## src/rtl/pmem_arbiter.sv

```systemverilog
// Two-port physical-memory arbiter between the L1 I-cache and D-cache.
// Round-robin on ties, latched request forwarding, one idle cycle between transactions.
module pmem_arbiter #(
    parameter int ADDR_W = 32,
    parameter int LINE_W = 256
) (
    input  logic              clk,
    input  logic              rst,

    input  logic              i_pmem_read,
    input  logic              i_pmem_write,
    input  logic [ADDR_W-1:0] i_pmem_address,
    input  logic [LINE_W-1:0] i_pmem_wdata,
    output logic [LINE_W-1:0] i_pmem_rdata,
    output logic              i_pmem_resp,

    input  logic              d_pmem_read,
    input  logic              d_pmem_write,
    input  logic [ADDR_W-1:0] d_pmem_address,
    input  logic [LINE_W-1:0] d_pmem_wdata,
    output logic [LINE_W-1:0] d_pmem_rdata,
    output logic              d_pmem_resp,

    output logic              mem_read,
    output logic              mem_write,
    output logic [ADDR_W-1:0] mem_address,
    output logic [LINE_W-1:0] mem_wdata,
    input  logic [LINE_W-1:0] mem_rdata,
    input  logic              mem_resp
);

    typedef enum logic [1:0] {IDLE, BUSY, RELEASE} state_t;

    state_t              state, state_nxt;
    logic                grant, last_grant;
    logic                lat_read, lat_write;
    logic [ADDR_W-1:0]   lat_address;
    logic [LINE_W-1:0]   lat_wdata;

    logic                i_act, d_act;
    logic                take, pick;

    assign i_act = i_pmem_read | i_pmem_write;
    assign d_act = d_pmem_read | d_pmem_write;

    always_comb begin
        state_nxt = state;
        take      = 1'b0;
        pick      = grant;
        case (state)
            IDLE: begin
                if (i_act | d_act) begin
                    take      = 1'b1;
                    state_nxt = BUSY;
                    // On a tie the port that was not served last wins.
                    pick      = (i_act & d_act) ? ~last_grant : d_act;
                end
            end
            BUSY:    if (mem_resp) state_nxt = RELEASE;
            RELEASE: state_nxt = IDLE;
            default: state_nxt = IDLE;
        endcase
    end

    always_ff @(posedge clk) begin
        if (rst) begin
            state       <= IDLE;
            grant       <= 1'b0;
            last_grant  <= 1'b0;
            lat_read    <= 1'b0;
            lat_write   <= 1'b0;
            lat_address <= '0;
            lat_wdata   <= '0;
        end else begin
            state <= state_nxt;
            if (take) begin
                grant       <= pick;
                last_grant  <= pick;
                lat_read    <= pick ? d_pmem_read    : i_pmem_read;
                lat_write   <= pick ? d_pmem_write   : i_pmem_write;
                lat_address <= pick ? d_pmem_address : i_pmem_address;
                lat_wdata   <= pick ? d_pmem_wdata   : i_pmem_wdata;
            end
        end
    end

    // Strobes only in BUSY so RELEASE always shows a deasserted cycle downstream.
    assign mem_read    = (state == BUSY) & lat_read;
    assign mem_write   = (state == BUSY) & lat_write;
    assign mem_address = lat_address;
    assign mem_wdata   = lat_wdata;

    assign i_pmem_rdata = mem_rdata;
    assign d_pmem_rdata = mem_rdata;
    assign i_pmem_resp  = mem_resp & (state == BUSY) & ~grant & ~rst;
    assign d_pmem_resp  = mem_resp & (state == BUSY) &  grant & ~rst;

endmodule

```

## config.mk

```make
export PLATFORM = sky130hd
export DESIGN_NAME = pmem_arbiter
export DESIGN_NICKNAME = d
export VERILOG_FILES = /design/src/rtl/pmem_arbiter.sv
export SDC_FILE = /design/constraint.sdc
export NUM_CORES = 1
export LEC_CHECK = 0
export CORE_AREA = 2 2 638 640
export CTS_CLUSTER_DIAMETER = 30
export DETAILED_ROUTE_END_ITERATION = 8
export DIE_AREA = 0 0 640 642
export PLACE_DENSITY = 0.3
export SKIP_CTS_REPAIR_TIMING = 1
export SYNTH_ARGS = -nofsm -noshare
export SYNTH_HDL_FRONTEND = slang
export SYNTH_SLANG_ARGS = --single-unit
export TNS_END_PERCENT = 50
```

## constraint.sdc

```tcl
create_clock -name clk -period 2.32 [get_ports clk]
set_clock_uncertainty 0.2 [all_clocks]
set_input_delay 0.464 -clock clk [delete_from_list [all_inputs] [get_ports clk]]
set_output_delay 0.464 -clock clk [all_outputs]
set_load 0.02 [all_outputs]
```

# ---- Word-level counts from Yosys, hierarchy flattened
# Cells that the tools add are included.
# W data, S select, Z words.
dict set report totals {
  word_cells 36
  output_inout_bits 804
  regBits 293
}
dict set report op_classes {
  bitwise_logic 13
  n_eq_ne 3
  mux 12
  n_reduce_logical 2
}
# operator n
set ops {}
lappend ops {{$mux W256} 1}
lappend ops {{$mux W32} 1}
lappend ops {{$and A1 B1 Y1} 8}
lappend ops {{$mux W1} 7}
lappend ops {{$mux W2} 2}
lappend ops {{$ne A2 B2 Y1 const B} 2}
lappend ops {{$pmux W2 S2} 1}
lappend ops {{$or A1 B1 Y1} 3}
lappend ops {{$eq A2 B1 Y1 const B} 1}
lappend ops {{$logic_not A2 Y1} 1}
lappend ops {{$not A1 Y1} 2}
lappend ops {{$reduce_and A2 Y1} 1}

# ---- Logic depth before layout (Yosys ltp)
dict set report depth {
  depth_word 6
  ltp_mapped 8
  ltp_nobuf 4
}

# ---- Worst setup path after synthesis
# OpenSTA, ideal clock, no wires.
dict set report synth_path {
  path_kind {input-to-reg}
  start {in i_pmem_read}
  end {reg lat_wdata[162] (netlist: mem_wdata[162])}
  required_ns 2.031
  t_arrival_ns 1.621
  stages 7
  path_buffers 3
  path_slack_ns 0.411
  cell_sequence {nor2_1 o21a_1 buf_2 buf_2 buf_2 o21ai_1 a311oi_2}
}
dict set report synth_via {
  elab_chain_len 6
}
# element line
set synth_rtl {}
lappend synth_rtl {{start: declaration} 10} ;# input logic i_pmem_read,
lappend synth_rtl {{$or A1 B1 Y1 (*)} 43} ;# assign i_act = i_pmem_read | i_pmem_write;
lappend synth_rtl {{$and A1 B1 Y1} 56} ;# pick = (i_act & d_act) ? ~last_grant : d_act;
lappend synth_rtl {{$mux W1} 56}
lappend synth_rtl {{$mux W1} 52} ;# if (i_act | d_act) begin
lappend synth_rtl {{$mux W1} 50} ;# case (state)
lappend synth_rtl {{$mux W256} 82} ;# lat_wdata <= pick ? d_pmem_wdata : i_pmem_wdata;
lappend synth_rtl {{end signal: assignment} 82}
lappend synth_rtl {{end: declaration} 38} ;# logic [LINE_W-1:0] lat_wdata;
# Mark *: on every way between the ends. The rest lies on a longest branch, timed or not.
# A chain may end at the register's enable or synchronous reset.

# ---- Worst setup path after layout
dict set report layout_path {
  start {reg state[0]}
  end {out i_pmem_resp}
}
dict set report layout_via {
  elab_chain_len 4
}
# element line
set layout_rtl {}
lappend layout_rtl {{start: declaration} 34} ;# state_t state, state_nxt;
lappend layout_rtl {{start signal: assignment} 75} ;# state <= state_nxt;
lappend layout_rtl {{$eq A2 B1 Y1} 95} ;# assign i_pmem_resp = mem_resp & (state == BUSY) & ~grant & ~rst;
lappend layout_rtl {{$and A1 B1 Y1 (3 in a row)} 95}
lappend layout_rtl {{end: declaration} 15} ;# output logic i_pmem_resp,
# No other way between the ends.

==> results.md <==
- Max Fclk: around 0.39 GHz
- Total power: approximately 33000 uW
- FF+latch count, synth: roughly 290
- Max rail drop VDD: ~0.0005 V
- Endpoints failing setup: approximately 180
- Die area: a little over 0.4 mm2
- Final Wtd Congestion: 0.8450
- Status: finished with violations
- CP Class: flop to primary output
- Post-synthesis mux area share: 0
- Input/output buffers: ~870
- Synth Area in Simple Gates: 0.1430
- Hold endpoint: mem_wdata[54]
- Failing checks: setup timing
- Layout Nets: 3523
- PwrDens: 898.6 mW/mm2
- R2R setup slack: -170 ps
- Vias in the first global route: around 20000
- Comb pwr share: 0.282
- Total number of vias: 19880
- Initial antenna violation count: 37
- Sequential fraction of the synthesis area: 0.3203
- Deepest clock path buffer count: 4
- Slew Viols, Final: 0
- Overflow after GRT: 0
- Total core area: ~0.4 mm2
- Clk network pwr share: 0.521
- Placed cell area: about 0.031 mm2
- Min setup slack post-route: -258.7 ps
- Hold_sp: i_pmem_wdata[54]
- Clock latency on the worst-skew pair: roughly 850 ps
- Routed WL: 227.1 mm
- Slew headroom: 0.4575
- First-pass GRT wire length: around 270 mm
- Arrival time worst endpoint: about 1900 ps
- Largest family of logic cells by synthesized area: buffers and inverters
- Post-route DRC: 0
- Row cnt: about 230
- Antenna viol nets, final: 0
- Detailed placement HPWL: about 190 mm
- Met3 Usage GRT: 0.07047
- Non-filler cells, final: 8214
- Reg2reg path depth: 9
- Netlist Area Pre-Place: approximately 0.018 mm2
- Initial core utilization: 0.04530
- Area growth syn-to-layout: 99.79%
- Num CTS Buffers: between 100 and 150
- DIE WIDTH: about 640 um
- Lkg Pwr: ~0.014 uW
- GRT Overall Usage: 0.1030
- Vias per cell: between 2 and 2.5
- Required @ worst endpoint: roughly 1700 ps
- Final hold violation count: 0
- Adder and majority gate portion of the synthesized area: 0
- Compound-Gate Fraction of Synth Area: 0.2540
- Switching portion of total power: 0.3355
- H-tree level count: 4
- Syn_nets: 3049
- R2R Path End: mem_wdata[3]
- Share of layout cells above drive strength 1: 0.2102
- TritonRoute pass-1 iters: 5
- Avg Cell Area, Syn: between 8 and 9 um2
- Hold_ws: 24.92 ps
- Tmin final: approximately 2600 ps
- GRT met1 Usage: 0.07764
- Max-cap violations: 0
- Flop pwr share: 0.197
- Hold crit path type: input pin to flop
- Total of warnings raised by yosys: 0
- GRT met2 Usage: 0.1916
- Cells after synthesis: about 2200
- Synth unique cells: 24
- RSZ-0062 raised after global routing: yes
- Post-route cell area: ~0.037 mm2
- Num Clock Sinks: around 300
- Die Y-Extent: 642 um
- Period Utilization, post-route: 1.111
- R2R Path Start: state[1]
- XOR/XNOR share of the synthesized area: 0
- GR peak layer: met2
- Least-Margin Pin Slew: between 800 and 900 ps
- Psw: ~11000 uW
- Final setup TNS: -10110 ps
- CP Launch Type: flop
- Pin count of the biggest net entering global routing: 96
- Wire per inst: about 28 um
- Io pins: between 1500 and 2000
- Hold depth: 3
- Root Buffer: clkbuf_16
- Reg clk slew, reported paths: approximately 40 ps
- Worst setup EP type: primary output
- Largest fanout on the critical path: 3
- 1st-iter DRT viols: roughly 1300
- Dpl cells: between 7000 and 8000
- Pint: ~22000 uW
- TritonCTS clock tree: yes
==> stage by stage <==
step / utilization / setup slack, ps
final: 0.09050 / -258.7
after global routing: 0.09046 / -403.5
after CTS: 0.08706 / -1138
after detailed placement: 0.07630 / -851.6
after global placement: 0.07630 / -884.9
after floorplan: - / 410.9
==> cells in the final DEF, fill, tap and decap left out, drive strengths merged <==
cell and n:
a21oi 3, a311oi 290, and2 3, buf 228
bufinv 1, clkbuf 232, clkdlybuf4s50 617, clkinv 27
dfxtp 293, diode 8, dlygate4sd3 28, dlymetal6s2s 172
inv 3, nand3 290, nor2 293, nor2b 2
nor3 1, nor3b 1, o21a 1, o21ai 291
or2 1, or3 1
==> cell type report <==
cell class	count	area, um2
fillers	46980	367700
repair buffers	1075	12210
multi-input cells	1177	7342
well taps	5428	6792
flip-flops and latches	293	5876
clock buffers	202	4075
clock inverters	30	277.8
diodes	8	20.02
inverters	1	3.754
==> per-layer routing <==
| metal | routed length, um | vias to the layer above | share of wire |
|---|---|---|---|
| met2 | 118900 | 1510 | 0.52 |
| met4 | 12900 | 20 | 0.057 |
| met3 | 33370 | 406 | 0.15 |
| met5 | 750 | - | 0.0033 |
| li1 | - | 8468 | - |
| met1 | 61140 | 9480 | 0.27 |
==> power by group through the flow <==
| stage | combinational [uW] | clock [uW] | sequential [uW] |
|---|---|---|---|
| final | 9280 | 17100 | 6470 |
| after detailed placement | 9190 | 0 | 6540 |
| after floorplan | 4170 | 0 | 7120 |
| after global placement | 9190 | 0 | 6520 |
| after global routing | 9970 | 18000 | 6540 |
| after CTS | 9230 | 17700 | 6470 |
==> synth_stat cells (all sizes together) <==
| cell | instances | area [um2] |
|---|---|---|
| buf | 647 | 4806 |
| dfxtp | 293 | 5866 |
| nor2 | 293 | 1100 |
| o21ai | 291 | 1460 |
| a311oi | 290 | 3166 |
| nand3 | 290 | 1451 |
| clkbuf | 92 | 369.1 |
| a21oi | 3 | 18.77 |
| and2 | 3 | 18.77 |
| nor2b | 2 | 12.51 |
| inv | 1 | 3.750 |
| nor3 | 1 | 16.27 |
| nor3b | 1 | 7.510 |
| o21a | 1 | 7.510 |
| or2 | 1 | 6.260 |
| or3 | 1 | 6.260 |
==> sequential cells by signal, indices dropped and copies added, names as in the netlist <==
| name | count |
|---|---|
| mem_address | 32 |
| lat_read | 1 |
| mem_wdata | 256 |
| lat_write | 1 |
| last_grant | 1 |
| state | 2 |
==> worst max-delay path, stage by stage (launching register included) <==
cell,delay [ps]
dfxtp_2,310
nor2b_4,150
nor3b_2,170
buf_4,140
nor2b_4,180
buf_6,140
==> cell families after synthesis <==
group           after synthesis
buf+inv                     740
simple gates                592
flops                       293
compound gates              585
==> how the worst max path moves through the flow <==
stage	startpoint	to
finish	state[0]	i_pmem_resp
global route	state[0]	i_pmem_resp
CTS	state[0]	i_pmem_resp
detailed placement	d_pmem_write	mem_wdata[19]
global placement	d_pmem_write	mem_wdata[19]
floorplan	i_pmem_read	mem_wdata[162]
(Power assumes the default switching activity.)
